--- src/rtl/ram_line_bridge_if.sv ---
// Cache-side and host-side signal bundle for ram_line_bridge.
// The bridge connects through the slave modport. Its environment uses the master modport.
interface ram_line_bridge_if;
  logic        c_req;
  logic        c_rwn;
  logic        c_line;
  logic [31:0] c_addr;
  logic [3:0]  c_wstb;
  logic        c_wvld;
  logic [31:0] c_wdat;
  logic        c_wrdy;
  logic        c_rvld;
  logic [31:0] c_rdat;
  logic        c_busy;
  logic        c_done;
  logic        host_req;
  logic        host_rwn;
  logic        host_burst;
  logic [31:0] host_addr;
  logic        host_ack;
  logic [1:0]  host_txm;
  logic [15:0] host_txd;
  logic        host_txd_ack;
  logic [15:0] host_rxd;
  logic        host_rxd_vld;

  modport slave (
    input  c_req, c_rwn, c_line, c_addr, c_wstb, c_wvld, c_wdat,
    input  host_ack, host_txd_ack, host_rxd, host_rxd_vld,
    output c_wrdy, c_rvld, c_rdat, c_busy, c_done,
    output host_req, host_rwn, host_burst, host_addr, host_txm, host_txd
  );

  modport master (
    output c_req, c_rwn, c_line, c_addr, c_wstb, c_wvld, c_wdat,
    output host_ack, host_txd_ack, host_rxd, host_rxd_vld,
    input  c_wrdy, c_rvld, c_rdat, c_busy, c_done,
    input  host_req, host_rwn, host_burst, host_addr, host_txm, host_txd
  );
endinterface

--- src/rtl/ram_line_bridge.sv ---
// Bridges 32-bit word and cache-line requests onto the halfword-granular DRAM host port.
// Write payloads are fully buffered before the host command is issued.
module ram_line_bridge #(
  parameter int unsigned LINE_WORDS = 8
) (
  input  logic             clk,
  input  logic             rst,
  ram_line_bridge_if.slave bus
);
  localparam int unsigned LW = $clog2(LINE_WORDS);
  localparam int unsigned CW = LW + 2;
  localparam logic [31:0]   LINE_MASK = ~(32'(LINE_WORDS * 4) - 32'd1);
  localparam logic [CW-1:0] H_LINE    = CW'(2 * LINE_WORDS);
  localparam logic [LW:0]   N_LINE    = (LW + 1)'(LINE_WORDS);

  typedef enum logic [2:0] {IDLE, WFILL, REQ, WDATA, RDATA, DONE} state_t;

  state_t        state;
  logic          rwn;
  logic          line;
  logic [3:0]    wstb;
  logic [LW:0]   widx;
  logic [CW-1:0] tcnt;
  logic [CW-1:0] rcnt;
  logic [15:0]   rlo;
  logic [31:0]   buffer [LINE_WORDS];

  logic [CW-1:0] hmax;
  logic [LW:0]   nmax;
  logic          wfire, tfire, rfire, tlast, rlast, xfer_done;
  logic [31:0]   tword;

  assign hmax  = line ? H_LINE : CW'(2);
  assign nmax  = line ? N_LINE : (LW + 1)'(1);
  assign wfire = (state == WFILL) && bus.c_wvld && bus.c_wrdy;
  assign tfire = (state == REQ || state == WDATA) && !rwn && bus.host_txd_ack && (tcnt != hmax);
  assign rfire = (state == REQ || state == RDATA) && rwn && bus.host_rxd_vld && (rcnt != hmax);
  assign tlast = tfire && (tcnt == hmax - CW'(1));
  assign rlast = rfire && (rcnt == hmax - CW'(1));
  // Counters saturate at H, so reaching H counts as complete even without a fire this cycle.
  assign xfer_done = rwn ? (rlast || rcnt == hmax) : (tlast || tcnt == hmax);

  // Halfword k comes from buffer word k>>1 (little-endian halves).
  assign tword = buffer[tcnt[LW:1]];

  always_comb begin
    bus.host_txd = '0;
    bus.host_txm = '0;
    if ((state == REQ || state == WDATA) && !rwn) begin
      bus.host_txd = tcnt[0] ? tword[31:16] : tword[15:0];
      bus.host_txm = tcnt[0] ? wstb[3:2]    : wstb[1:0];
    end
  end

  always_ff @(posedge clk) begin
    if (wfire) buffer[widx[LW-1:0]] <= bus.c_wdat;
  end

  always_ff @(posedge clk) begin
    if (!rst) begin
      state          <= IDLE;
      rwn            <= 1'b0;
      line           <= 1'b0;
      wstb           <= '0;
      widx           <= '0;
      tcnt           <= '0;
      rcnt           <= '0;
      rlo            <= '0;
      bus.c_wrdy     <= 1'b0;
      bus.c_rvld     <= 1'b0;
      bus.c_rdat     <= '0;
      bus.c_busy     <= 1'b0;
      bus.c_done     <= 1'b0;
      bus.host_req   <= 1'b0;
      bus.host_rwn   <= 1'b0;
      bus.host_burst <= 1'b0;
      bus.host_addr  <= '0;
    end else begin
      bus.c_rvld <= 1'b0;
      bus.c_done <= 1'b0;
      if (tfire) tcnt <= tcnt + CW'(1);
      if (rfire) begin
        rcnt <= rcnt + CW'(1);
        if (!rcnt[0]) begin
          rlo <= bus.host_rxd;
        end else begin
          bus.c_rdat <= {bus.host_rxd, rlo};
          bus.c_rvld <= 1'b1;
        end
      end
      case (state)
        IDLE: begin
          if (bus.c_req) begin
            rwn            <= bus.c_rwn;
            line           <= bus.c_line;
            wstb           <= bus.c_line ? 4'hF : bus.c_wstb;
            widx           <= '0;
            tcnt           <= '0;
            rcnt           <= '0;
            bus.c_busy     <= 1'b1;
            bus.host_rwn   <= bus.c_rwn;
            bus.host_burst <= bus.c_line;
            bus.host_addr  <= bus.c_line ? (bus.c_addr & LINE_MASK) : {bus.c_addr[31:2], 2'b00};
            if (bus.c_rwn) begin
              state        <= REQ;
              bus.host_req <= 1'b1;
            end else begin
              state      <= WFILL;
              bus.c_wrdy <= 1'b1;
            end
          end
        end
        WFILL: begin
          if (wfire) begin
            widx <= widx + (LW + 1)'(1);
            if (widx == nmax - (LW + 1)'(1)) begin
              bus.c_wrdy   <= 1'b0;
              bus.host_req <= 1'b1;
              state        <= REQ;
            end
          end
        end
        REQ: begin
          if (bus.host_ack) begin
            bus.host_req <= 1'b0;
            if (xfer_done) begin
              state      <= DONE;
              bus.c_done <= 1'b1;
              bus.c_busy <= 1'b0;
            end else begin
              state <= rwn ? RDATA : WDATA;
            end
          end
        end
        WDATA, RDATA: begin
          if (xfer_done) begin
            state      <= DONE;
            bus.c_done <= 1'b1;
            bus.c_busy <= 1'b0;
          end
        end
        DONE:    state <= IDLE;
        default: state <= IDLE;
      endcase
    end
  end
endmodule
--- src/flat_wrapper.sv ---
// flat-port wrapper written by rule: the top's interface ports become plain ports
module ram_line_bridge_flat 
#(
  parameter int unsigned LINE_WORDS = 8
)
  (clk, rst, bus_c_req, bus_c_rwn, bus_c_line, bus_c_addr, bus_c_wstb, bus_c_wvld, bus_c_wdat, bus_host_ack, bus_host_txd_ack, bus_host_rxd, bus_host_rxd_vld, bus_c_wrdy, bus_c_rvld, bus_c_rdat, bus_c_busy, bus_c_done, bus_host_req, bus_host_rwn, bus_host_burst, bus_host_addr, bus_host_txm, bus_host_txd);
  ram_line_bridge_if bus_i ();
  input  logic clk;
  input  logic rst;
  input wire logic [$bits(bus_i.c_req)-1:0] bus_c_req;
  input wire logic [$bits(bus_i.c_rwn)-1:0] bus_c_rwn;
  input wire logic [$bits(bus_i.c_line)-1:0] bus_c_line;
  input wire logic [$bits(bus_i.c_addr)-1:0] bus_c_addr;
  input wire logic [$bits(bus_i.c_wstb)-1:0] bus_c_wstb;
  input wire logic [$bits(bus_i.c_wvld)-1:0] bus_c_wvld;
  input wire logic [$bits(bus_i.c_wdat)-1:0] bus_c_wdat;
  input wire logic [$bits(bus_i.host_ack)-1:0] bus_host_ack;
  input wire logic [$bits(bus_i.host_txd_ack)-1:0] bus_host_txd_ack;
  input wire logic [$bits(bus_i.host_rxd)-1:0] bus_host_rxd;
  input wire logic [$bits(bus_i.host_rxd_vld)-1:0] bus_host_rxd_vld;
  output wire logic [$bits(bus_i.c_wrdy)-1:0] bus_c_wrdy;
  output wire logic [$bits(bus_i.c_rvld)-1:0] bus_c_rvld;
  output wire logic [$bits(bus_i.c_rdat)-1:0] bus_c_rdat;
  output wire logic [$bits(bus_i.c_busy)-1:0] bus_c_busy;
  output wire logic [$bits(bus_i.c_done)-1:0] bus_c_done;
  output wire logic [$bits(bus_i.host_req)-1:0] bus_host_req;
  output wire logic [$bits(bus_i.host_rwn)-1:0] bus_host_rwn;
  output wire logic [$bits(bus_i.host_burst)-1:0] bus_host_burst;
  output wire logic [$bits(bus_i.host_addr)-1:0] bus_host_addr;
  output wire logic [$bits(bus_i.host_txm)-1:0] bus_host_txm;
  output wire logic [$bits(bus_i.host_txd)-1:0] bus_host_txd;
  assign bus_i.c_req = bus_c_req;
  assign bus_i.c_rwn = bus_c_rwn;
  assign bus_i.c_line = bus_c_line;
  assign bus_i.c_addr = bus_c_addr;
  assign bus_i.c_wstb = bus_c_wstb;
  assign bus_i.c_wvld = bus_c_wvld;
  assign bus_i.c_wdat = bus_c_wdat;
  assign bus_i.host_ack = bus_host_ack;
  assign bus_i.host_txd_ack = bus_host_txd_ack;
  assign bus_i.host_rxd = bus_host_rxd;
  assign bus_i.host_rxd_vld = bus_host_rxd_vld;
  assign bus_c_wrdy = bus_i.c_wrdy;
  assign bus_c_rvld = bus_i.c_rvld;
  assign bus_c_rdat = bus_i.c_rdat;
  assign bus_c_busy = bus_i.c_busy;
  assign bus_c_done = bus_i.c_done;
  assign bus_host_req = bus_i.host_req;
  assign bus_host_rwn = bus_i.host_rwn;
  assign bus_host_burst = bus_i.host_burst;
  assign bus_host_addr = bus_i.host_addr;
  assign bus_host_txm = bus_i.host_txm;
  assign bus_host_txd = bus_i.host_txd;
  ram_line_bridge #(.LINE_WORDS(LINE_WORDS)) u_core (.clk(clk), .rst(rst), .bus(bus_i));
endmodule
--- config.mk ---
export PLATFORM = sky130hd
export DESIGN_NAME = ram_line_bridge_flat
export DESIGN_NICKNAME = d
export VERILOG_FILES = /design/src/rtl/ram_line_bridge_if.sv /design/src/rtl/ram_line_bridge.sv /design/src/flat_wrapper.sv
export SDC_FILE = /design/constraint.sdc
export NUM_CORES = 1
export LEC_CHECK = 0
export ABC_AREA = 1
export BUFFER_PORTS_ARGS = -buffer_cell sky130_fd_sc_hd__buf_2
export CAP_MARGIN = 10
export CORE_MARGIN = 3
export CORE_UTILIZATION = 35
export DETAILED_ROUTE_END_ITERATION = 6
export PLACE_DENSITY = 0.58
export SLEW_MARGIN = 20
export SYNTH_ARGS = -nofsm -noshare
export SYNTH_HDL_FRONTEND = slang
export SYNTH_SLANG_ARGS = --single-unit
--- constraint.sdc ---
create_clock -name clk -period 5.4 [get_ports clk]
set_clock_uncertainty 0.05 [all_clocks]
set_input_delay 0.27 -clock clk [delete_from_list [all_inputs] [get_ports clk]]
set_output_delay 0.27 -clock clk [all_outputs]
set_load 0.05 [all_outputs]
# Word level (Yosys, flattened, before mapping)
# Memory sizes are Yosys's and may differ from the RTL's. A register that Yosys moved wholly into a read port is not among the register bits.
# Index checks and enable logic that the tools add are counted.
# word_totals
ff_bits	108
mem_bits_rw	256
mem_count	1
word_cells	118
input_bits	93
# classes
n_bitwise	1
eq_ne	18
addsub	5
n_reduce_logical	29
mux	49
# memory_table
memory	depth	width	rd	rd_clocked_by_memory_dff	wr	line_no	source
u_core.buffer	8	32	1	1	1	ram_line_bridge.sv:26	logic [31:0] buffer [LINE_WORDS];
# op_table
operator	count
$mux 5	8
$mux 16	2
$mux 3	8
$eq 5x5->1	4
$mux 1	18
$mux 4	4
$pmux 3 s4	1
$add 5x1->5 const B	2
$logic_and 1x1->1	10
$ne 2x2->1 const B	5
$ne 5x5->1	2
$reduce_and 5->1	2
$pmux 4 s2	1
$reduce_and 2->1	4
$eq 3x2->1 const B	2
$mux 2	3
$pmux 1 s3	2
$reduce_and 3->1	2
$reduce_and 6->1	1
$reduce_bool 3->1	2
$sub 5x1->5 const B	1
$add 4x1->4 const B	1
$eq 4x4->1	1
$logic_or 1x1->1	4
10 further kinds	12

# Logic depth before layout (Yosys ltp)
# depth
depth_word	11
depth_mapped	13
depth_no_buf	13

# Worst setup path before layout
# OpenSTA, ideal clock, no wires.
# synth_path
kind	register -> register
startpoint	register u_core.bus.c_wrdy
endpoint	memory u_core.buffer[3][0], enable pin
synth_period_minus_slack_ns	4.723
stages_incl_launch_ff	5
required_ns	4.848
setup_slack_ns	0.677
n_path_buf	0
t_arrival_ns	4.172
path_cell_list	dfxtp_1 nand2_1 nor2_2 inv_1 nor4_1
# synth_between
elab_chain_len	3
# synth_lines
element	line_no	source
from (decl)	ram_line_bridge_if.sv:30	output c_wrdy, c_rvld, c_rdat, c_busy, c_done,
from (signal assigned)	ram_line_bridge.sv:69	bus.c_wrdy <= 1'b0;
from (signal assigned)	ram_line_bridge.sv:109	bus.c_wrdy <= 1'b1;
from (signal assigned)	ram_line_bridge.sv:117	bus.c_wrdy <= 1'b0;
$logic_and 1x1->1	ram_line_bridge.sv:35	assign wfire = (state == WFILL) && bus.c_wvld && bus.c_wrdy;
$mux 1	ram_line_bridge.sv:56	if (wfire) buffer[widx[LW-1:0]] <= bus.c_wdat;
$mux 1 (implied by the code)	ram_line_bridge.sv:56	
to (decl)	ram_line_bridge.sv:26	
# No other way between the ends.

==> results.json <==
{
  "syn_inst": 1293,
  "yosysSeqAreaShare_pct": 68.56,
  "r2r_end": "u_core.bus.c_rdat[22]",
  "grt_use_total_pct": 16.96,
  "viasPerCell": 5.043,
  "antenna_found_initial": 0,
  "ir_drop_mv": 0.2640,
  "die-area_um2": 43340,
  "post_synth_num_cell_types": 46,
  "worst-path-max-fanout": 71,
  "wl_mm": 38.09,
  "hold_violations": 0,
  "synth_seq_cells": 362,
  "final_cell_mix": "nor2_1 (296), edfxtp_1 (256), o21ai_0 (195)",
  "worstMarginPinSlew_ps": 1038,
  "drc": 0,
  "rsz0062_at_grt": "false",
  "pwr_density_cell_nw_per_um2": 399.6,
  "area_growth_pct": 24.73,
  "placement_rows": 73,
  "whs_path_depth": 3,
  "synth_edf_count": 256,
  "drt_iter0_drc": 680,
  "synth_flop_cell": "edfxtp_1",
  "cp-end-kind": "output port",
  "core_area_um2": 40100,
  "setup.worst_path.start_class": "flop",
  "final_max_slew_viol_count": 0,
  "cp.required_ps": 5080,
  "final_common_cell": "nor2_1",
  "overflow": 0,
  "crit_type": "reg -> out",
  "dp_cells": 1939,
  "cap_violations": 0,
  "synth_warnings": 0,
  "grt_pass1_wl_mm": 58.41,
  "run_status": "finished, final reports clean",
  "netlist_area_um2": 14310,
  "die_h_um": 208.2,
  "slew_headroom_pct": 30.83,
  "total_power_mw": 7.131,
  "cts_setup_buffers": 0,
  "start_util_pct": 35.68,
  "die_w_um": 208.2,
  "hold_path_end": "u_core.wstb[3]",
  "portBuffers": 177,
  "ctsRootBufferMaster": "clkbuf_16",
  "wl_per_cell_um": 18.14,
  "finalCriticalPeriod_ps": 4312,
  "critPathArrivalTime_ps": 3990,
  "clk_pin_slew_ps": 60,
  "grt_max_degree": 84,
  "worstSkewPairLatency_ps": 550,
  "routabilityCongestion": 0.8211,
  "setup_viol_count_final": 0,
  "ctsHtreeMaxLevel": 2,
  "async_reset_ff_share_pct": 0,
  "final_cells": 2100,
  "setup_slack_ps": 1088,
  "drive_gt1_share_pct": 18.79,
  "leakage_nw": 6.828,
  "min_period_over_period_pct": 79.85,
  "drtAntennaViolNets": 0,
  "reg2reg_depth": 10,
  "min_from": "bus_c_line",
  "clockBufferDepth": 3,
  "max_freq_mhz": 231.9,
  "diodes": 0,
  "ios": 182,
  "reg2reg_slack_ps": 2050,
  "rr_startpoint": "u_core.bus.host_burst",
  "place_worst_setup_slack_ps": 1696,
  "cts_tree": "built",
  "tns_ps": 0,
  "synth_area_per_cell_um2": 11.07,
  "cts_inserted_buffers": 42,
  "firstDrtPassIters": 5,
  "vias": 10590,
  "min_path_type": "in -> reg",
  "dp_hpwl_mm": 21.84,
  "grt_pass1_vias": 10350,
  "nets": 1640,
  "clock_sinks": 362
}
## sequential cells by signal (all words and copies together), names as in the netlist
name / flops
u_core.bus.host_rwn: 1
u_core.buffer: 256
u_core.bus.host_burst: 1
u_core.tcnt: 5
u_core.rcnt: 5
u_core.bus.c_wrdy: 1
u_core.bus.host_req: 1
u_core.bus.c_rdat: 32
u_core.rlo: 16
u_core.state: 3
u_core.bus.c_rvld: 1
u_core.bus.c_busy: 1
u_core.wstb: 4
u_core.widx: 4
u_core.bus.c_done: 1
u_core.bus.host_addr: 30
## metrics by stage
| step | util, % | hold WS [ps] | instance area (µm²) |
|---|---|---|---|
| global placement | 39.08 | 382.7 | 15670 |
| CTS | 44.51 | 23.44 | 17850 |
| detailed placement | 39.08 | 391.5 | 15670 |
| finish | 44.51 | 47.56 | 17850 |
| global route | 44.51 | 70.20 | 17850 |
| floorplan | - | 318.9 | 14310 |
## per-layer routing
layer | GRT usage [%] | vias to the layer above | part of all wire [%] | wire (µm)
met5 | 0 | - | 0 | 0
met1 | 22.85 | 5098 | 43 | 16550
met4 | 4.790 | 0 | 2.1 | 811
met2 | 27.76 | 352 | 48 | 18130
met3 | 3.709 | 57 | 6.8 | 2600
li1 | - | 5083 | - | -
## worst max path at each step
stage | startpoint | end
6_report | u_core.tcnt[1] | bus_host_txd[5]
5_1_grt | u_core.tcnt[1] | bus_host_txd[3]
4_1_cts | u_core.tcnt[1] | bus_host_txd[5]
3_5_place_dp | u_core.tcnt[1] | bus_host_txd[5]
3_3_place_gp | u_core.tcnt[1] | bus_host_txd[5]
2_1_floorplan | u_core.bus.c_wrdy | u_core.buffer[3][0]
## power breakdown
group	switching (mW)	total, mW	internal (mW)
clock network	1.12	2.75	1.63
logic	0.899	1.21	0.311
registers	0.0887	3.18	3.09
total	2.11	7.13	5.03
## kinds of logic after synthesis
| kind of cell | count (synthesis) | synth area share, % |
|---|---|---|
| DFF | 362 | 68.56 |
| AOI/OAI and AO/OA | 343 | 13.72 |
| adders and majority gates | 5 | 0.4373 |
| buffers and inverters | 130 | 4.241 |
| xor gates and xnor gates | 1 | 0.06123 |
| other | 1 | 0.02621 |
| and+or+nand+nor | 451 | 12.95 |
## critical path, cell delays in order, from the launching register on
cell and delay [ps]:
dfxtp_4 840, clkinv_2 980, buf_12 510, o21ai_0 190, o22ai_1 90, o211ai_1 330, a21oi_1 180, buf_2 250
## cells in the mapped netlist (all sizes together), types with 4 or more instances
master | count | area, µm²
nor2 | 304 | 1172
edfxtp | 256 | 7687
o21ai | 212 | 1061
dfxtp | 106 | 2122
nand2 | 94 | 382.9
inv | 51 | 193.9
a21oi | 41 | 216.5
buf | 41 | 269.0
clkbuf | 37 | 140.1
nand3 | 29 | 150.1
o22ai | 26 | 162.7
o211ai | 19 | 142.6
o221ai | 19 | 166.4
nor3 | 11 | 65.06
o21a | 9 | 67.56
ha | 5 | 62.56
nand4 | 5 | 31.28
a211oi | 4 | 35.03
## layout make-up
cell class	instances	area, µm²
fill	3717	22250
sequential	362	9814
multi-input combinational	802	3944
timing repair buffer	282	1897
clock buffer	55	1131
tap	525	656.9
clock inverter	22	203.9
inverter	52	198.9
## what timing repair did
item                                   in CTS  in global routing
gates resized for setup                     0                  0
endpoints found under the hold margin     325                  0
hold buffers                               84                  0
No activity file was read; power rests on OpenSTA's default activity.
